File: src/rtl/axi_pkg.sv
// Shared AXI read-channel encodings and the read-slave state type.
package axi_pkg;

    localparam logic [1:0] RESP_OKAY   = 2'b00;
    localparam logic [1:0] RESP_SLVERR = 2'b10;
    localparam logic [1:0] RESP_DECERR = 2'b11;

    localparam logic [1:0] BURST_FIXED = 2'b00;
    localparam logic [1:0] BURST_INCR  = 2'b01;
    localparam logic [1:0] BURST_WRAP  = 2'b10;

    localparam logic [2:0] SIZE_WORD   = 3'b010;

    typedef enum logic {
        IDLE  = 1'b0,
        BURST = 1'b1
    } rd_state_t;

endpackage

File: src/rtl/axi_rd_addr_gen.sv
// Per-beat address generator: tracks the current beat address, beat count
// and burst length. While idle it forwards the AR address straight through
// so the first beat can be read in the acceptance cycle.
module axi_rd_addr_gen #(
    parameter int ADDR_WIDTH = 32
) (
    input  logic                  clk,
    input  logic                  rst_n,
    input  logic                  start_i,     // AR accepted this cycle
    input  logic                  ld_i,        // a beat is loaded into R this cycle
    input  logic                  active_i,    // burst in progress
    input  logic [ADDR_WIDTH-1:0] ar_addr_i,
    input  logic [7:0]            ar_len_i,
    input  logic                  ar_fixed_i,
    output logic [ADDR_WIDTH-1:0] mem_addr_o,
    output logic                  last_o
);

    logic [ADDR_WIDTH-1:0] addr_q, addr_d, cur_addr, nxt_addr;
    logic [7:0]            cnt_q, cnt_d, len_q, len_d, cur_cnt, cur_len;
    logic                  fixed_q, fixed_d, cur_fixed;

    // Current-beat view: registers mid-burst, the AR channel on acceptance.
    always_comb begin
        cur_addr   = active_i ? addr_q  : ar_addr_i;
        cur_cnt    = active_i ? cnt_q   : 8'd0;
        cur_len    = active_i ? len_q   : ar_len_i;
        cur_fixed  = active_i ? fixed_q : ar_fixed_i;
        last_o     = (cur_cnt == cur_len);
        // INCR realigns after the (possibly unaligned) first beat.
        nxt_addr   = cur_fixed ? cur_addr
                               : ((cur_addr & ~ADDR_WIDTH'(3)) + ADDR_WIDTH'(4));
        mem_addr_o = active_i ? addr_q : (start_i ? ar_addr_i : '0);
    end

    // Next-state for the address/count/length registers.
    always_comb begin
        addr_d  = addr_q;
        cnt_d   = cnt_q;
        len_d   = len_q;
        fixed_d = fixed_q;
        if (start_i) begin
            len_d   = ar_len_i;
            fixed_d = ar_fixed_i;
            addr_d  = ld_i ? nxt_addr : ar_addr_i;
            cnt_d   = ld_i ? 8'd1 : 8'd0;
        end else if (active_i && ld_i) begin
            addr_d  = nxt_addr;
            cnt_d   = cnt_q + 8'd1;
        end
    end

    // Burst tracking registers.
    always_ff @(posedge clk or negedge rst_n) begin
        if (!rst_n) begin
            addr_q  <= '0;
            cnt_q   <= '0;
            len_q   <= '0;
            fixed_q <= 1'b0;
        end else begin
            addr_q  <= addr_d;
            cnt_q   <= cnt_d;
            len_q   <= len_d;
            fixed_q <= fixed_d;
        end
    end

endmodule

File: src/rtl/axi_mem_rd_slave.sv
// AXI4 read-only slave in front of a combinational memory read port.
// Bursts are split into per-beat reads; read data is registered into the R
// channel and streamed under rready backpressure at up to one beat per cycle.
module axi_mem_rd_slave
    import axi_pkg::*;
#(
    parameter int ADDR_WIDTH = 32,
    parameter int DATA_WIDTH = 32,
    parameter int ID_WIDTH   = 4,
    parameter int MEM_BYTES  = 1048576
) (
    input  logic                  clk,
    input  logic                  rst_n,
    input  logic [ID_WIDTH-1:0]   s_arid,
    input  logic [ADDR_WIDTH-1:0] s_araddr,
    input  logic [7:0]            s_arlen,
    input  logic [2:0]            s_arsize,
    input  logic [1:0]            s_arburst,
    input  logic                  s_arvalid,
    output logic                  s_arready,
    output logic [ID_WIDTH-1:0]   s_rid,
    output logic [DATA_WIDTH-1:0] s_rdata,
    output logic [1:0]            s_rresp,
    output logic                  s_rlast,
    output logic                  s_rvalid,
    input  logic                  s_rready,
    output logic [ADDR_WIDTH-1:0] mem_addr,
    input  logic [DATA_WIDTH-1:0] mem_rdata
);

    // Extra headroom so start + span never overflows in the range check.
    localparam int EW = ADDR_WIDTH + 11;
    localparam logic [EW-1:0] MEM_LIMIT = EW'(MEM_BYTES);

    rd_state_t state_q, state_d;
    logic      en_q;          // holds arready low until the first clock after reset
    logic      accept, active, r_free, ld, last;

    logic [ID_WIDTH-1:0]   id_q, id_d, cur_id;
    logic [1:0]            resp_q, resp_d, ar_resp, cur_resp;
    logic [ID_WIDTH-1:0]   rid_q, rid_d;
    logic [DATA_WIDTH-1:0] rdata_q, rdata_d;
    logic [1:0]            rresp_q, rresp_d;
    logic                  rlast_q, rlast_d, rvalid_q, rvalid_d;
    logic [EW-1:0]         span, end_addr;

    assign active    = (state_q == BURST);
    assign s_arready = en_q && (state_q == IDLE);
    assign accept    = s_arvalid && s_arready;
    assign r_free    = !rvalid_q || s_rready;
    assign ld        = (accept || active) && r_free;

    assign s_rid    = rid_q;
    assign s_rdata  = rdata_q;
    assign s_rresp  = rresp_q;
    assign s_rlast  = rlast_q;
    assign s_rvalid = rvalid_q;

    axi_rd_addr_gen #(.ADDR_WIDTH(ADDR_WIDTH)) u_addr_gen (
        .clk        (clk),
        .rst_n      (rst_n),
        .start_i    (accept),
        .ld_i       (ld),
        .active_i   (active),
        .ar_addr_i  (s_araddr),
        .ar_len_i   (s_arlen),
        .ar_fixed_i (s_arburst == BURST_FIXED),
        .mem_addr_o (mem_addr),
        .last_o     (last)
    );

    // Response classification of the request on the AR channel.
    always_comb begin
        span     = (s_arburst == BURST_FIXED) ? EW'(4)
                                              : ((EW'(s_arlen) + EW'(1)) << 2);
        end_addr = EW'(s_araddr) + span;
        if (end_addr > MEM_LIMIT)
            ar_resp = RESP_DECERR;
        else if (s_arsize != SIZE_WORD || s_arburst == BURST_WRAP || s_arburst == 2'b11)
            ar_resp = RESP_SLVERR;
        else
            ar_resp = RESP_OKAY;
        cur_resp = active ? resp_q : ar_resp;
        cur_id   = active ? id_q   : s_arid;
    end

    // FSM next state, request latch and R register load.
    always_comb begin
        state_d  = state_q;
        id_d     = id_q;
        resp_d   = resp_q;
        rid_d    = rid_q;
        rdata_d  = rdata_q;
        rresp_d  = rresp_q;
        rlast_d  = rlast_q;
        rvalid_d = rvalid_q;
        case (state_q)
            IDLE:  if (accept && !(ld && last)) state_d = BURST;
            BURST: if (ld && last)              state_d = IDLE;
            default:                            state_d = IDLE;
        endcase
        if (accept) begin
            id_d   = s_arid;
            resp_d = ar_resp;
        end
        if (ld) begin
            rid_d    = cur_id;
            rresp_d  = cur_resp;
            rdata_d  = (cur_resp == RESP_OKAY) ? mem_rdata : '0;
            rlast_d  = last;
            rvalid_d = 1'b1;
        end else if (rvalid_q && s_rready) begin
            rvalid_d = 1'b0;
        end
    end

    // State, request and R-channel registers.
    always_ff @(posedge clk or negedge rst_n) begin
        if (!rst_n) begin
            state_q  <= IDLE;
            en_q     <= 1'b0;
            id_q     <= '0;
            resp_q   <= RESP_OKAY;
            rid_q    <= '0;
            rdata_q  <= '0;
            rresp_q  <= RESP_OKAY;
            rlast_q  <= 1'b0;
            rvalid_q <= 1'b0;
        end else begin
            state_q  <= state_d;
            en_q     <= 1'b1;
            id_q     <= id_d;
            resp_q   <= resp_d;
            rid_q    <= rid_d;
            rdata_q  <= rdata_d;
            rresp_q  <= rresp_d;
            rlast_q  <= rlast_d;
            rvalid_q <= rvalid_d;
        end
    end

endmodule
File: config.mk
export PLATFORM = sky130hd
export DESIGN_NAME = axi_mem_rd_slave
export DESIGN_NICKNAME = d
export VERILOG_FILES = /design/src/rtl/axi_pkg.sv /design/src/rtl/axi_rd_addr_gen.sv /design/src/rtl/axi_mem_rd_slave.sv
export SDC_FILE = /design/constraint.sdc
export NUM_CORES = 1
export LEC_CHECK = 0
export ABC_AREA = 0
export CORE_AREA = 2 2 149 122
export DETAILED_ROUTE_END_ITERATION = 7
export DIE_AREA = 0 0 151 124
export PLACE_DENSITY = 0.75
export SYNTH_ARGS = -nofsm -noshare
export SYNTH_HDL_FRONTEND = slang
export SYNTH_HIERARCHICAL = 1
export SYNTH_SLANG_ARGS = --single-unit
File: constraint.sdc
create_clock -name clk -period 2.9 [get_ports clk]
set_input_delay 0.58 -clock clk [delete_from_list [all_inputs] [get_ports clk]]
set_output_delay 0.58 -clock clk [all_outputs]
set_load 0.1 [all_outputs]
==> metrics.yaml <==
violations: "setup timing"
drtAntennaViolNets: 0
power_density_nw_per_um2: 1158
cp_data_arrival_time_ns: 3.73
finalHoldViolCount: 0
antenna_found_initial: 0
end_kind: "flip-flop"
cts_tree: "yes"
clk_latency_ns: 0.36
synth_top_family_by_area: "simple AND/OR/NAND/NOR gates"
cp_cell_sequence: "buf_8, ha_4, nand3_2, xor2_1, nor2_1, ha_1, nand4_1, and2_4, o31a_1, or3_4, o31a_1, nand4b_4, o21ba_4, buf_12, buf_12, a21oi_4"
dieArea_um2: 18720
postSynth.asyncResetShare_pct: 100.0
synth-compound-area-share_pct: 24.54
ir_drop_mv: 1.136
worst-path-max-fanout: 8
reg2reg_from: "active$_DFF_PN0_"
seq_area_frac_synth_pct: 29.94
synthSimpleGateAreaFrac_pct: 25.79
syn-cell-area_um2: 8108
synth.area.mux_share_pct: 8.040
yosysTopAreaCell: "dfrtp_1"
dpl_worst_slack_ns: -1.331
areaGrowthSynthToFinish_pct: 55.28
antenna-diode-count: 0
netlist_instances: 987
start_kind: "input port"
grt_max_degree: 48
cap_violations: 0
p_leak_nw: 5.388
synthTopCellsByArea: "dfrtp_1, nand2_1, mux2i_1"
yosysWarnings: 6
synth_top_area_share_pct: 29.94
startpoint: "s_arlen[1]"
min_period_ns: 3.438
die_y_um: 124
drive_above_1_share_pct: 35.98
slowest_stage: "or3_4"
synth_edf_count: 0
avgSynthCellArea_um2: 8.215
max_freq_mhz: 290.9
clock_skew_ns: 0.01163
vias: 9422
cts.reportedPaths.clkPinSlew_ns: 0.08
clock_path_buffers: 2
period_share_pct: 118.6
numClockSinks: 97
gp_congestion: 0.9540
rsz0062_at_grt: "true"
hp-class: "input port to asynchronous set/reset pin"
final_nets: 1380
dpl.hpwl_mm: 21.18
drt-pass1-iter-count: 6
status: "finished, violations left"
synthAdderAreaFrac_pct: 2.099
ys_ff_latch: 97
grt_pass1_vias: 8535
cts_root_buf: "clkbuf_16"
post_dp_cell_area_um2: 11560
die_x_um: 151
synth.distinct_cells: 89
synth_nets: 1085
grt_use_total_pct: 31.89
final_cell_mix: "buf_4, nand2_1, dfrtp_1"
wire_per_inst_um: 20.58
initial_utilization_pct: 47.39
coreArea_um2: 17110
worst_hold_slack_ns: 0.1309
port_buffers: 157
setup_ws_ns: -0.5381
criticalPathCategory: "input port to flip-flop"
grt.overflow.total: 0
grt_pass1_wl_mm: 46.18
drtIter0Drc: 1112
routed_wl_mm: 31.11
drv_slew: 0
crit_required_ns: 3.19
tightest_slew_ns: 0.6552
design_area_um2: 12590
synthFlopType: "dfrtp_1"
numCtsBuffers: 9
vias_per_cell: 6.231
drc: 0
finalSetupTns_ns: -17.88
ctsHoldBuffers: 0
htree_levels: 3
setup_viol: 36
cp_slowest_stage_delay_ns: 0.40
num_rows: 43
slew-limit-headroom_pct: 56.16
mostFrequentLayoutCell: "buf_4"
synth_xor_area_share_pct: 4.429
io_pins: 158
kinds of logic (layout without fill, tap and decap cells):
family          Yosys count  in the layout
simple gates            417            417
compound gates          270            270
flops                    97             97
buf+inv                  86            386
mux                      62             62
xor+xnor                 41             41
fa+ha+maj                13             13
other cells               1              1
report_power, final:
part           internal [mW]  switching [mW]
sequential              1.92           0.623
clock                  0.687           0.610
combinational           3.86            6.88
worst paths after layout:
kind                                                     end  slack, ns  cells past startpoint
min                                     s_rid[2]$_DFFE_PN0P_       0.13                      1
max in group asynchronous                   active$_DFF_PN0_       2.06                      2
max                                  s_rdata[31]$_DFFE_PN0P_      -0.54                     16
min reg2reg                              id_q[2]$_DFFE_PN0P_       0.49                      2
max reg2reg                u_addr_gen/addr_q[16]$_DFFE_PN0P_       0.14                     10
min in group clk                         id_q[2]$_DFFE_PN0P_       0.49                      2
routing by layer:
layer	vias up	track usage, %	routed length, um
met5	-	0	0
met4	0	9.579	813
met3	80	6.081	2839
met2	565	50.31	14670
met1	4540	44.57	12790
li1	4237	-	-
through the flow:
| step | std cells | util [%] | power (mW) |
|---|---|---|---|
| global placement | 1465 | 67.54 | 12.56 |
| floorplan | 987 | - | 9.699 |
| global route | 1512 | 73.58 | 15.13 |
| detailed placement | 1465 | 67.54 | 12.73 |
| finish | 1512 | 73.58 | 14.58 |
| CTS | 1502 | 72.03 | 14.33 |
synthesized netlist by cell type (12+ instances only):
master    number
nor3_1        21
o21ai_0       49
xnor2_1       22
xor2_1        19
a21oi_2       30
nor2_1        61
nand3_1       36
nand4_1       22
inv_1         20
mux2i_1       37
a21oi_1       44
ha_1          12
nor4_1        12
dfrtp_1       97
mux2_2        25
nand2_1      182
a22o_1        15
clkbuf_1      36
critical path, delay by kind of cell:
family                     cells  cell delay, ns
AOI/OAI and AO/OA              4            1.00
xor gates and xnor gates       1            0.18
adders and majority gates      2            0.54
buffers and inverters          3            0.39
and+or+nand+nor                6            1.03
registers in the layout, summed over array words and instances, names as in the netlist:
register            cells
s_rid                   4
u_addr_gen/cnt_q        8
id_q                    4
resp_q                  2
active                  1
s_rresp                 2
u_addr_gen/addr_q      32
u_addr_gen/fixed_q      1
en_q                    1
s_rlast                 1
u_addr_gen/len_q        8
s_rdata                32
s_rvalid                1
cell type report:
type	instances	area, um2
Multi-Input combinational cell	804	5988
Fill cell	1193	4519
Timing Repair Buffer	348	3471
Sequential cell	97	2431
Tap cell	225	281.5
Clock buffer	9	225.2
Inverter	22	102.6
Clock inverter	7	90.09
timing repair:
item,in CTS,in global routing
pin swaps,47,12
gates resized for setup,103,33
gates cloned,2,2
buffers inserted,20,8
endpoints found under the setup margin,72,58
No activity file was read; power rests on OpenSTA's default activity.
